**config.mk**
```make
export PLATFORM = sky130hd
export DESIGN_NAME = iomux_ctrl
export DESIGN_NICKNAME = d
export VERILOG_FILES = /design/src/rtl/iomux_pkg.sv /design/src/rtl/iomux_settle_cnt.sv /design/src/rtl/iomux_ctrl.sv
export SDC_FILE = /design/constraint.sdc
export NUM_CORES = 1
export LEC_CHECK = 0
export CORE_MARGIN = 4
export CORE_UTILIZATION = 54
export DETAILED_ROUTE_END_ITERATION = 10
export PLACE_DENSITY = 0.85
export REMOVE_ABC_BUFFERS = 1
export SLEW_MARGIN = 20
export SYNTH_ARGS = -nofsm -noshare
export SYNTH_HDL_FRONTEND = slang
export SYNTH_SLANG_ARGS = --single-unit
```
**constraint.sdc**
```tcl
create_clock -name clk -period 2.9 [get_ports clk]
set_clock_uncertainty 0.05 [all_clocks]
set_input_delay 0.58 -clock clk [delete_from_list [all_inputs] [get_ports clk]]
set_output_delay 0.58 -clock clk [all_outputs]
set_load 0.05 [all_outputs]
```
**src/rtl/iomux_pkg.sv**
```systemverilog
// ============================================================================
// Module : iomux_pkg
// Brief  : Shared types and constants for the pad-mux function controller.
// Rev    : 1.0
// ============================================================================
`default_nettype none

package iomux_pkg;

    localparam int   c_npins_default = 20;

    localparam logic c_addr_fn       = 1'b0;
    localparam logic c_addr_lock     = 1'b1;

    typedef enum logic [1:0] {
        ST_IDLE    = 2'd0,
        ST_DRAIN   = 2'd1,
        ST_RELEASE = 2'd2
    } iomux_state_e;

endpackage

`default_nettype wire

```
**src/rtl/iomux_settle_cnt.sv**
```systemverilog
// ============================================================================
// Module : iomux_settle_cnt
// Brief  : OE-blanking down-counter; load arms a SETTLE-cycle phase.
// Rev    : 1.0
// ============================================================================
`default_nettype none

module iomux_settle_cnt
    import iomux_pkg::*;
#(
    parameter int SETTLE = 4
) (
    input  logic clk,
    input  logic rstn,
    input  logic i_load,
    input  logic i_tick,
    output logic o_zero
);

    localparam int c_w = $clog2(SETTLE + 1);

    logic [c_w-1:0] r_cnt;

    // Loading SETTLE-1 makes a phase last SETTLE cycles including the zero cycle.
    always_ff @(posedge clk or negedge rstn) begin
        if (!rstn) begin
            r_cnt <= '0;
        end else if (i_load) begin
            r_cnt <= c_w'(SETTLE - 1);
        end else if (i_tick && (r_cnt != '0)) begin
            r_cnt <= r_cnt - c_w'(1);
        end
    end

    assign o_zero = (r_cnt == '0);

endmodule

`default_nettype wire

```
**src/rtl/iomux_ctrl.sv**
```systemverilog
// ============================================================================
// Module : iomux_ctrl
// Brief  : Glitch-free pad function switching with OE blanking and lock bits.
// Rev    : 1.0
// ============================================================================
`default_nettype none

module iomux_ctrl
    import iomux_pkg::*;
#(
    parameter int NPINS  = c_npins_default,
    parameter int SETTLE = 4
) (
    input  logic             clk,
    input  logic             rstn,
    input  logic             wr_valid,
    output logic             wr_ready,
    input  logic             wr_addr,
    input  logic [NPINS-1:0] wr_data,
    input  logic             rd_addr,
    output logic [NPINS-1:0] rd_data,
    output logic [NPINS-1:0] gpio_fn,
    output logic [NPINS-1:0] oe_block,
    output logic             busy,
    output logic             err
);

    iomux_state_e     r_state;
    iomux_state_e     w_state_nxt;

    logic [NPINS-1:0] r_fn;
    logic [NPINS-1:0] r_lock;
    logic [NPINS-1:0] r_diff;
    logic [NPINS-1:0] r_rd;
    logic             r_err;
    logic             r_rdy_en;

    logic             w_accept;
    logic             w_fn_wr;
    logic             w_lock_wr;
    logic [NPINS-1:0] w_delta;
    logic [NPINS-1:0] w_diff;
    logic             w_cnt_zero;
    logic             w_load;
    logic             w_tick;
    logic             w_apply;

    assign w_accept  = wr_valid & wr_ready;
    assign w_fn_wr   = w_accept & (wr_addr == c_addr_fn);
    assign w_lock_wr = w_accept & (wr_addr == c_addr_lock);
    assign w_delta   = wr_data ^ r_fn;
    assign w_diff    = w_delta & ~r_lock;
    assign w_apply   = (r_state == ST_DRAIN) & w_cnt_zero;

    iomux_settle_cnt #(
        .SETTLE (SETTLE)
    ) u_settle_cnt (
        .clk    (clk),
        .rstn   (rstn),
        .i_load (w_load),
        .i_tick (w_tick),
        .o_zero (w_cnt_zero)
    );

    always_ff @(posedge clk or negedge rstn) begin
        if (!rstn) begin
            r_state <= ST_IDLE;
        end else begin
            r_state <= w_state_nxt;
        end
    end

    always_comb begin
        w_state_nxt = r_state;
        w_load      = 1'b0;
        w_tick      = 1'b0;
        unique case (r_state)
            ST_IDLE: begin
                if (w_fn_wr && (w_diff != '0)) begin
                    w_state_nxt = ST_DRAIN;
                    w_load      = 1'b1;
                end
            end
            ST_DRAIN: begin
                if (w_cnt_zero) begin
                    w_state_nxt = ST_RELEASE;
                    w_load      = 1'b1;
                end else begin
                    w_tick = 1'b1;
                end
            end
            ST_RELEASE: begin
                if (w_cnt_zero) begin
                    w_state_nxt = ST_IDLE;
                end else begin
                    w_tick = 1'b1;
                end
            end
            default: begin
                w_state_nxt = ST_IDLE;
            end
        endcase
    end

    // The function register only flips at the DRAIN/RELEASE boundary, so the
    // changed pads are blanked both before and after the mux select moves.
    always_ff @(posedge clk or negedge rstn) begin
        if (!rstn) begin
            r_fn     <= '0;
            r_lock   <= '0;
            r_diff   <= '0;
            r_rd     <= '0;
            r_err    <= 1'b0;
            r_rdy_en <= 1'b0;
        end else begin
            r_rdy_en <= 1'b1;
            r_err    <= w_fn_wr & (|(w_delta & r_lock));
            r_rd     <= (rd_addr == c_addr_lock) ? r_lock : r_fn;
            if (w_fn_wr) begin
                r_diff <= w_diff;
            end
            if (w_lock_wr) begin
                r_lock <= r_lock | wr_data;
            end
            if (w_apply) begin
                r_fn <= r_fn ^ r_diff;
            end
        end
    end

    assign wr_ready = r_rdy_en & (r_state == ST_IDLE);
    assign busy     = (r_state != ST_IDLE);
    assign oe_block = busy ? r_diff : '0;
    assign gpio_fn  = r_fn;
    assign rd_data  = r_rd;
    assign err      = r_err;

endmodule

`default_nettype wire

```
==> flow_summary_export.csv <==
group,metric,value,unit
outcome,status,"finished, final reports clean",
power,peakVddDrop,0.5044,mV
finish,fillers,491,
grt,antenna_found_initial,0,
clocking,clkTransAtPathRegs,0.09,ns
critical_path,r2r_start,"r_state[1]",
finish,insertedDiodeCount,0,
grt,grt_usage,22.13,%
detailed_routing,drt_iter0_drc,159,
logic_synthesis,mappedNetlistArea,3928,µm²
clocking,cts_sinks,87,
detailed_routing,postRouteAntennaNets,0,
detailed_routing,wl,8.862,mm
die,row_count,30,
timing,rsz0062_at_grt,"no",
placed_design,place_ws,0.2764,ns
critical_path,crit_chain,"inv_1 > ha_1 > buf_4 > nor2b_1 > buf_4",
critical_path,path_buf_inv,3,
grt,grt_pass1_wl,14.85,mm
clocking,ctsHtreeMaxLevel,3,
finish,final_core_util,73.10,%
critical_path,timing.reg2reg.setup_slack,0.57,ns
grt,grt_overflow,0,
clocking,hold_buffers,0,
clocking,postCtsResizedCells,0,
logic_synthesis,synth_cell_type_count,36,
critical_path,slowest_delay,0.42,ns
timing,fin_tns_setup,0,ns
job,max_cap_viol_count,0,
clocking,clk_latency,0.36,ns
logic_synthesis,avgSynthCellArea,10.91,µm²
critical_path,worstSetupPathType,"reg2out",
die,pin_count,88,
finish,fin_cells,555,
detailed_routing,drc_errors,0,
critical_path,worstSetupStartpointType,"flip-flop",
critical_path,rr_endpoint,"r_state[0]",
grt,grt_max_degree,46,
grt,grt_pass1_vias,3002,
logic_synthesis,yosys_warnings,0,
placed_design,dpl.hpwl,6.332,mm
timing,drv_slew,0,
timing,setup_violations,0,
power,fin_total_pwr,0.003768,W
min_path,min_path_type,"in2async",
placed_design,portBuffers,87,
timing,min_period,2.533,ns
finish,fin_nets,485,
critical_path,critPathRequiredTime,2.27,ns
die,die_h,93.28,µm
timing,fin_crit_sh,87.33,%
detailed_routing,via_per_inst,5.144,
clocking,cts_tree,"yes",
power,powerDensity,742.2,nW/µm²
detailed_routing,first_pass_iters,6,
power,leakagePower,2.265,nW
clocking,numCtsBuffers,9,
logic_synthesis,ys_seq_elements,87,
finish,drive_above_1_share,16.12,%
clocking,cts_setup_buffers,0,
die,die_width,93.28,µm
clocking,cts-root-buf,"clkbuf_8",
finish,syn2layout_area_growth,29.25,%
critical_path,r2r_cells,8,
detailed_routing,wire_per_inst,15.97,µm
timing,setup_slack,0.3673,ns
logic_synthesis,syn_inst,360,
timing,max_freq,394.8,MHz
detailed_routing,num_vias,2855,
timing,tightest_slew,0.5554,ns
critical_path,critPathSlowestCell,"dfrtp_1",
die,initial_utilization,56.56,%
critical_path,path_delay_family,"buffers and inverters",
clocking,clk_path_buf_depth,2,
timing,hold_viol,0,
critical_path,cp_max_fo,17,
die,core_area,6944,µm²
timing,slew_headroom,62.97,%
critical_path,endpoint_kind,"output pin",
placed_design,placedCellCount,539,
critical_path,crit_arrival,1.90,ns
placed_design,gp_congestion,0.8130,
die,dieArea,8701,µm²
critical_path,crit_top_cell,"buf_4",
logic_synthesis,synth_seq_area_share,55.43,%
-- worst max-delay path by stage --
| stage | from | endpoint | cells after the start |
|---|---|---|---|
| 2_1_floorplan | r_state[0] | r_state[0] | 8 |
| 3_3_place_gp | wr_data[5] | err | 7 |
| 3_5_place_dp | wr_data[5] | err | 7 |
| 4_1_cts | r_state[1] | oe_block[9] | 5 |
| 5_1_grt | r_state[1] | oe_block[8] | 5 |
| 6_report | r_state[1] | oe_block[12] | 5 |
-- cells in the mapped netlist --
cell | n | area (µm²)
a2111oi_2 | 1 | 15.01
or2_1 | 1 | 6.260
a21o_1 | 6 | 45.04
a21oi_1 | 5 | 25.02
xnor2_1 | 28 | 245.2
dfrtp_1 | 87 | 2177
a22oi_1 | 5 | 37.54
mux2_2 | 24 | 270.3
nor3_1 | 1 | 5.000
o2111ai_1 | 1 | 8.760
o21ai_0 | 11 | 55.05
o22ai_1 | 4 | 25.02
and2_1 | 3 | 18.77
nand3b_1 | 1 | 7.510
o31ai_1 | 7 | 52.55
xor2_1 | 13 | 113.9
a31oi_1 | 3 | 18.77
inv_1 | 20 | 75.07
and3_1 | 2 | 12.51
conb_1 | 1 | 3.750
nor4_2 | 1 | 12.51
a31o_1 | 1 | 8.760
nor2b_1 | 26 | 162.7
and4_1 | 1 | 8.760
a22o_1 | 2 | 17.52
nand2_1 | 78 | 292.8
ha_1 | 6 | 75.07
clkbuf_1 | 12 | 45.04
a221oi_1 | 1 | 8.760
nor4_4 | 1 | 21.27
or3_1 | 1 | 6.260
a41oi_2 | 1 | 16.27
a2bb2oi_1 | 1 | 8.760
a211oi_1 | 1 | 7.510
nor2_1 | 2 | 7.510
o211a_1 | 1 | 10.01
-- power breakdown --
| group | leakage, nW | switching, W | internal, W |
|---|---|---|---|
| Combinational | 1.13 | 0.000918 | 0.000543 |
| Clock | 0.0853 | 0.000435 | 0.000333 |
| Sequential | 1.05 | 0.000142 | 0.00140 |
| Total | 2.26 | 0.00149 | 0.00227 |
-- cells in the final DEF (no fill, tap or decap), types with 5 or more instances in the layout --
master	Yosys	final
a21o_1	6	6
o21ai_0	11	11
o31ai_1	7	7
dfrtp_1	87	87
a22oi_1	5	5
clkdlybuf4s50_1	0	64
clkbuf_8	0	10
mux2_2	24	24
nand2_1	78	78
buf_4	0	29
a21oi_1	5	5
xnor2_1	28	28
xor2_1	13	13
inv_1	20	20
nor2b_1	26	26
ha_1	6	6
-- worst register-to-register path, cell delays in order, from the launching register on --
cell,delay [ns]
dfrtp_1,0.42
inv_1,0.12
ha_1,0.37
and2_1,0.28
nand3b_1,0.20
and2_1,0.23
a41oi_2,0.25
a21oi_1,0.11
a31o_1,0.20
-- area by class of cell --
type,count,area [µm²],share of cell area [%]
well taps,96,120.1,2.366
repair buffers,95,898.4,17.70
clock inverters,5,33.78,0.6655
multi-input cells,241,1630,32.12
clock buffers,11,141.4,2.785
flip-flops and latches,87,2177,42.89
inverters,20,75.07,1.479
-- flip-flops by register name, summed over array words and instances (netlist names) --
name and count:
gpio_fn 20, r_diff 20, r_lock 20, rd_data 20
u_settle_cnt.r_cnt 3, r_state 2, err 1, r_rdy_en 1
-- per-stage QoR --
step | hold slack (ns) | instance area, µm²
6_report | 0.1388 | 5076
5_1_grt | 0.1761 | 5076
4_1_cts | 0.1647 | 5076
3_5_place_dp | 0.4381 | 4901
3_3_place_gp | 0.4314 | 4901
2_1_floorplan | 0.2344 | 3882
-- cell families after synthesis --
family,synth area share (%)
xor gates and xnor gates,9.143
adders and majority gates,1.911
and+or+nand+nor,14.30
DFF,55.43
muxes,6.881
AOI/OAI and AO/OA,9.175
buffers and inverters,3.058
other,0.09548
-- routing by layer --
metal	wire length [µm]	global-route usage [%]
met1	4060	30.28
met2	4130	34.43
met3	543	5.551
met4	128	7.692
met5	0	0
(Power assumes the default switching activity.)
